===== src/rtl/tick_stopwatch.sv =====
// BCD MM:SS stopwatch advanced by rising edges of an asynchronous ~1 Hz square wave.
// Optional seven-segment drivers are built when TICK_STOPWATCH_SEVEN_SEG_EN is defined.
`timescale 1ns/1ps
module tick_stopwatch #(
  parameter int SYNC_STAGES = 2,
  parameter int MAX_MIN     = 59
) (
  input  logic       iClk,
  input  logic       iRst_n,
  input  logic       iSlow,
  input  logic       iStart,
  input  logic       iStop,
  input  logic       iClear,
  output logic [3:0] oSecOnes,
  output logic [3:0] oSecTens,
  output logic [3:0] oMinOnes,
  output logic [3:0] oMinTens,
  output logic       oTick,
  output logic       oWrap,
  output logic       oRunning
`ifdef TICK_STOPWATCH_SEVEN_SEG_EN
  ,
  output logic [6:0] oSeg0,
  output logic [6:0] oSeg1,
  output logic [6:0] oSeg2,
  output logic [6:0] oSeg3
`endif
);

  typedef enum logic [1:0] {IDLE, RUN, PAUSE} stateT;

  localparam logic [3:0] MAX_MIN_TENS = 4'(MAX_MIN / 10);
  localparam logic [3:0] MAX_MIN_ONES = 4'(MAX_MIN % 10);

  logic [SYNC_STAGES-1:0] syncReg;
  logic                   edgeReg;
  logic                   rise;
  stateT                  stateReg, stateNext;
  logic                   countEn;
  logic                   atMax;
  logic [3:0]             secOnesReg, secTensReg, minOnesReg, minTensReg;
  logic [3:0]             secOnesNext, secTensNext, minOnesNext, minTensNext;
  logic                   wrapNext;
  logic                   tickReg, wrapReg;

  // Synchronizer chain for the asynchronous divider output.
  generate
    if (SYNC_STAGES == 1) begin : gSyncOne
      always_ff @(posedge iClk or negedge iRst_n) begin
        if (!iRst_n) syncReg <= '0;
        else         syncReg <= iSlow;
      end
    end else begin : gSyncMulti
      always_ff @(posedge iClk or negedge iRst_n) begin
        if (!iRst_n) syncReg <= '0;
        else         syncReg <= {syncReg[SYNC_STAGES-2:0], iSlow};
      end
    end
  endgenerate

  always_ff @(posedge iClk or negedge iRst_n) begin
    if (!iRst_n) edgeReg <= 1'b0;
    else         edgeReg <= syncReg[SYNC_STAGES-1];
  end

  assign rise = syncReg[SYNC_STAGES-1] & ~edgeReg;

  always_ff @(posedge iClk or negedge iRst_n) begin
    if (!iRst_n) stateReg <= IDLE;
    else         stateReg <= stateNext;
  end

  // Clear beats stop beats start; a stop in IDLE/PAUSE also masks a start.
  always_comb begin
    stateNext = stateReg;
    if (iClear) begin
      stateNext = IDLE;
    end else if (iStop) begin
      if (stateReg == RUN) stateNext = PAUSE;
    end else if (iStart && stateReg != RUN) begin
      stateNext = RUN;
    end
  end

  assign countEn = (stateReg == RUN) && rise && !iClear && !iStop;
  assign atMax   = (minTensReg == MAX_MIN_TENS) && (minOnesReg == MAX_MIN_ONES) &&
                   (secTensReg == 4'd5) && (secOnesReg == 4'd9);

  always_comb begin
    secOnesNext = secOnesReg;
    secTensNext = secTensReg;
    minOnesNext = minOnesReg;
    minTensNext = minTensReg;
    wrapNext    = 1'b0;
    if (iClear) begin
      secOnesNext = 4'd0;
      secTensNext = 4'd0;
      minOnesNext = 4'd0;
      minTensNext = 4'd0;
    end else if (countEn) begin
      if (atMax) begin
        secOnesNext = 4'd0;
        secTensNext = 4'd0;
        minOnesNext = 4'd0;
        minTensNext = 4'd0;
        wrapNext    = 1'b1;
      end else if (secOnesReg != 4'd9) begin
        secOnesNext = secOnesReg + 4'd1;
      end else begin
        secOnesNext = 4'd0;
        if (secTensReg != 4'd5) begin
          secTensNext = secTensReg + 4'd1;
        end else begin
          secTensNext = 4'd0;
          if (minOnesReg != 4'd9) begin
            minOnesNext = minOnesReg + 4'd1;
          end else begin
            minOnesNext = 4'd0;
            minTensNext = minTensReg + 4'd1;
          end
        end
      end
    end
  end

  always_ff @(posedge iClk or negedge iRst_n) begin
    if (!iRst_n) begin
      secOnesReg <= 4'd0;
      secTensReg <= 4'd0;
      minOnesReg <= 4'd0;
      minTensReg <= 4'd0;
      tickReg    <= 1'b0;
      wrapReg    <= 1'b0;
    end else begin
      secOnesReg <= secOnesNext;
      secTensReg <= secTensNext;
      minOnesReg <= minOnesNext;
      minTensReg <= minTensNext;
      tickReg    <= countEn;
      wrapReg    <= wrapNext;
    end
  end

  assign oSecOnes = secOnesReg;
  assign oSecTens = secTensReg;
  assign oMinOnes = minOnesReg;
  assign oMinTens = minTensReg;
  assign oTick    = tickReg;
  assign oWrap    = wrapReg;
  assign oRunning = (stateReg == RUN);

`ifdef TICK_STOPWATCH_SEVEN_SEG_EN
  // Active-low gfedcba; anything outside 0-9 is blanked.
  function automatic logic [6:0] segDecode(input logic [3:0] digit);
    case (digit)
      4'd0:    segDecode = 7'b1000000;
      4'd1:    segDecode = 7'b1111001;
      4'd2:    segDecode = 7'b0100100;
      4'd3:    segDecode = 7'b0110000;
      4'd4:    segDecode = 7'b0011001;
      4'd5:    segDecode = 7'b0010010;
      4'd6:    segDecode = 7'b0000010;
      4'd7:    segDecode = 7'b1111000;
      4'd8:    segDecode = 7'b0000000;
      4'd9:    segDecode = 7'b0010000;
      default: segDecode = 7'b1111111;
    endcase
  endfunction

  always_ff @(posedge iClk or negedge iRst_n) begin
    if (!iRst_n) begin
      oSeg0 <= 7'b1000000;
      oSeg1 <= 7'b1000000;
      oSeg2 <= 7'b1000000;
      oSeg3 <= 7'b1000000;
    end else begin
      oSeg0 <= segDecode(secOnesReg);
      oSeg1 <= segDecode(secTensReg);
      oSeg2 <= segDecode(minOnesReg);
      oSeg3 <= segDecode(minTensReg);
    end
  end
`endif

endmodule


===== config.mk =====
export PLATFORM = sky130hd
export DESIGN_NAME = tick_stopwatch
export DESIGN_NICKNAME = d
export VERILOG_FILES = /design/src/rtl/tick_stopwatch.sv
export SDC_FILE = /design/constraint.sdc
export NUM_CORES = 1
export LEC_CHECK = 0
export ABC_AREA = 0
export BUFFER_PORTS_ARGS = -buffer_cell sky130_fd_sc_hd__buf_2
export CORE_MARGIN = 3
export CORE_UTILIZATION = 40
export CTS_BUF_LIST = sky130_fd_sc_hd__clkbuf_2
export CTS_CLUSTER_DIAMETER = 40
export DETAILED_ROUTE_END_ITERATION = 10
export MAX_ROUTING_LAYER = met4
export PLACE_DENSITY = 0.74
export SLEW_MARGIN = 25
export SYNTH_ARGS = -nofsm -noshare
export SYNTH_HDL_FRONTEND = slang
export SYNTH_SLANG_ARGS = --single-unit

===== constraint.sdc =====
create_clock -name iClk -period 2.65 [get_ports iClk]
set_clock_uncertainty 0.1 [all_clocks]
set_input_delay 0.265 -clock iClk [delete_from_list [all_inputs] [get_ports iClk]]
set_output_delay 0.265 -clock iClk [all_outputs]
set_load 0.02 [all_outputs]

==> out/metrics.csv <==
metric;value;unit
number of levels in the clock H-tree;1;
Pre-antenna DRT Iters;4;
clock tree from TritonCTS;done;
number of filler instances in the final layout;272;
cell with the largest stage delay on the worst path;sky130_fd_sc_hd__or4_1;
run status;complete, no violations;
share of the synthesized area in the top cell type;48.47;%
Final #Nets;154;
buffers inserted during post-CTS setup optimization;0;
clock slew seen by the registers of the worst setup and hold paths;200;ps
transition at the pin with the smallest max-transition slack;508.1;ps
kind of critical path;flop to flop;
Cell Chain, Critical Path;inv_1 -> ha_1 -> and3b_1 -> nand4_2 -> or4_1 -> a21oi_1;
fmax;455.5;MHz
initial antenna violation count;0;
count of flip-flops with a built-in enable after synthesis;0;
crit path max fanout;15;
Antenna Nets Post-Route;0;
detailed-route DRC error count;0;
Final Wtd Congestion;0.6993;
total wire length;2.286;mm
synthesized instance count;114;
placed wire-length estimate;1.654;mm
slowest cell delay on critical path;580;ps
vias in the first global route;902;
global-route wire length before repair;4.008;mm
xor-xnor portion of the synthesized cell area;0.7376;%
Tcrit/Tclk final;82.84;%
library cell with the largest summed area after synthesis;sky130_fd_sc_hd__dfrtp_1;
Overflow after GRT;0;
detailed router's first-iteration violation count;16;
mux share of post-synthesis cell area;0.8430;%
Syn Nets;128;
Compound-Gate Fraction of Synth Area;12.86;%
synth warn;0;
area of the mapped netlist;1187;µm²
total of buffers placed on input and output ports;24;
Clock Sinks;23;
Critical Path AT;2350;ps
Starting Density;42.69;%
Final min period;2195;ps
Crit. End Element;flop;
power density normalized to cell area;386.4;nW/µm²
layout cells sized above 1;23.02;%
synthesized area per cell;10.42;µm²
pre-CTS WS;461.5;ps
post-synthesis adder-cell area fraction;8.430;%
Max Root-Sink Buffers;2;
number of buffers created by CTS;3;
headroom to the max-slew limit;66.13;%
dominant combinational cell family by area after synthesis;simple AND/OR/NAND/NOR gates;
source-to-sink clock delay at the later pin of the worst-skew pair;310;ps
top-level I/O count;25;
final antenna diode count;0;
Hold Path Class;primary input to flop;
total leakage power;0.6774;nW
vertical die dimension;60.49;µm
Worst VDD drop;352.0;µV
WL per Instance;13.45;µm
dominant cells by area after synthesis;sky130_fd_sc_hd__dfrtp_1, sky130_fd_sc_hd__ha_1, sky130_fd_sc_hd__a21oi_1, sky130_fd_sc_hd__o21ai_0, sky130_fd_sc_hd__or3_1;
detailed-route vias per instance;5.400;
count of standard-cell rows;19;
startpoint types;flop;
Syn-to-layout area delta;14.44;%
final number of max-transition violations;0;
least setup slack across all paths after layout;454.8;ps
Die Width;60.49;µm
standard cell core area;2781;µm²
Die Footprint;3658;µm²
max_cap viols;0;
synth unique cells;32;
summed negative setup slack over all endpoints;0;ps
Final setup violation count;0;
Seq/Total Area, Yosys;48.47;%
number of endpoints with negative hold slack in the final report;0;
pin count of the biggest net entering global routing;24;
via total after detailed routing;918;
Synth Area in Simple Gates;24.45;%
unrepaired setup endpoints after global routing;false;
Async SR Flop Fraction;100.0;%
flops & latches, synth;23;
All-Layer GR Usage;14.65;%
CP required;2810;ps
Primary FF master, synth;sky130_fd_sc_hd__dfrtp_1;
clock tree root buffer cell;sky130_fd_sc_hd__clkbuf_2;
## kinds of logic after synthesis
kind of cell | Yosys count
compound gates | 26
fa+ha+maj | 8
flops | 23
buf+inv | 11
xor+xnor | 1
simple gates | 44
mux | 1
## flip-flops by register name, summed over array words and instances, names as in the netlist
signal	flops
oSecOnes	4
syncReg	2
oMinTens	4
oWrap	1
oMinOnes	4
edgeReg	1
oSecTens	4
stateReg	2
oTick	1
## power breakdown
part | total (W) | internal, W | leakage (nW) | switching, W
Clock | 0.000139 | 0.0000400 | 0.0166 | 0.0000990
Sequential | 0.000358 | 0.000355 | 0.314 | 0.00000251
Combinational | 0.0000281 | 0.00000934 | 0.347 | 0.0000188
## routing by layer
metal | vias up | GRT usage [%] | share of wire [%]
li1 | 457 | - | -
met1 | 446 | 19.07 | 45
met2 | 13 | 23.61 | 50
met3 | 2 | 2.128 | 3.5
met4 | 0 | 4.644 | 0.83
met5 | - | - | 0
## area by class of cell
type / instances / area, µm² / area share, %
Sequential cell: 23 / 575.6 / 42.36
Inverter: 6 / 22.52 / 1.657
Clock buffer: 4 / 20.02 / 1.473
Multi-Input combinational cell: 80 / 561.8 / 41.34
Timing Repair Buffer: 26 / 140.1 / 10.31
Tap cell: 31 / 38.79 / 2.855
## final timing paths
kind,start,endpoint,slack (ps),cells after the start
max,oSecOnes[1],oMinTens[3],450,6
min,iStart,stateReg[0],90,3
max reg2reg,oSecOnes[1],oMinTens[3],450,6
min reg2reg,syncReg[0],syncReg[1],280,0
max in group asynchronous,iRst_n,oMinOnes[1],1800,2
min in group asynchronous,iRst_n,oTick,310,2
## repair_timing
action / in CTS / in global routing
hold buffers: 2 / 0
gates resized for setup: 0 / 0
setup endpoints to repair: 0 / 0
endpoints found under the hold margin: 24 / 0
## critical path: cells and delay by family, from the launching register on
kind	cells	cell delay, ps
and+or+nand+nor	3	1230
DFF	1	460
AOI/OAI and AO/OA	1	150
adders and majority gates	1	120
buffers and inverters	1	70
## Yosys cell counts (2+ instances only)
| master | n |
|---|---|
| sky130_fd_sc_hd__dfrtp_1 | 23 |
| sky130_fd_sc_hd__a21oi_1 | 9 |
| sky130_fd_sc_hd__o21ai_0 | 9 |
| sky130_fd_sc_hd__ha_1 | 8 |
| sky130_fd_sc_hd__nand2_1 | 7 |
| sky130_fd_sc_hd__inv_1 | 6 |
| sky130_fd_sc_hd__or3_1 | 6 |
| sky130_fd_sc_hd__nor2_1 | 5 |
| sky130_fd_sc_hd__and3b_1 | 4 |
| sky130_fd_sc_hd__clkbuf_1 | 3 |
| sky130_fd_sc_hd__nand3_1 | 3 |
| sky130_fd_sc_hd__nand3b_1 | 3 |
| sky130_fd_sc_hd__nor2b_1 | 3 |
| sky130_fd_sc_hd__o31ai_1 | 3 |
| sky130_fd_sc_hd__or4_1 | 3 |
| sky130_fd_sc_hd__a211oi_1 | 2 |
| sky130_fd_sc_hd__nand4_1 | 2 |
## cells in the final DEF, fill, tap and decap left out
cell / netlist / final
sky130_fd_sc_hd__nand3_2: 1 / 1
sky130_fd_sc_hd__o21ba_2: 1 / 1
sky130_fd_sc_hd__buf_2: 1 / 24
sky130_fd_sc_hd__clkbuf_2: 0 / 4
sky130_fd_sc_hd__and2_1: 1 / 1
sky130_fd_sc_hd__nand3_1: 3 / 3
sky130_fd_sc_hd__and3_1: 1 / 1
sky130_fd_sc_hd__o31ai_1: 3 / 3
sky130_fd_sc_hd__ha_1: 8 / 8
sky130_fd_sc_hd__dlygate4sd3_1: 0 / 2
sky130_fd_sc_hd__nand4_2: 1 / 1
sky130_fd_sc_hd__or3_1: 6 / 6
sky130_fd_sc_hd__nor3_1: 1 / 1
sky130_fd_sc_hd__xor2_1: 1 / 1
sky130_fd_sc_hd__o21a_1: 1 / 1
sky130_fd_sc_hd__nand3b_1: 3 / 3
sky130_fd_sc_hd__and3b_1: 4 / 4
sky130_fd_sc_hd__nand4_1: 2 / 2
sky130_fd_sc_hd__mux2i_1: 1 / 1
sky130_fd_sc_hd__a22oi_1: 1 / 1
sky130_fd_sc_hd__a211oi_1: 2 / 2
sky130_fd_sc_hd__inv_1: 6 / 6
sky130_fd_sc_hd__dfrtp_1: 23 / 23
sky130_fd_sc_hd__nor4b_1: 1 / 1
sky130_fd_sc_hd__nand2_1: 7 / 7
sky130_fd_sc_hd__or4_1: 3 / 3
sky130_fd_sc_hd__or3b_1: 1 / 1
sky130_fd_sc_hd__nor2_1: 5 / 5
sky130_fd_sc_hd__nor4b_4: 1 / 1
sky130_fd_sc_hd__o21ai_0: 9 / 9
sky130_fd_sc_hd__a21oi_1: 9 / 9
sky130_fd_sc_hd__nor2b_1: 3 / 3
## through the flow
| stage | cells | utilization (%) | power [W] | hold slack (ps) | instance area, µm² |
|---|---|---|---|---|---|
| floorplan | 114 | - | 0.0003780 | -130.6 | 1187 |
| global placement | 164 | 47.41 | 0.0003900 | 158.0 | 1319 |
| detailed placement | 164 | 47.41 | 0.0003905 | 161.1 | 1319 |
| CTS | 170 | 48.85 | 0.0005290 | 85.44 | 1359 |
| global route | 170 | 48.85 | 0.0005418 | 87.35 | 1359 |
| finish | 170 | 48.85 | 0.0005251 | 89.36 | 1359 |
No activity file was read; power rests on OpenSTA's default activity.
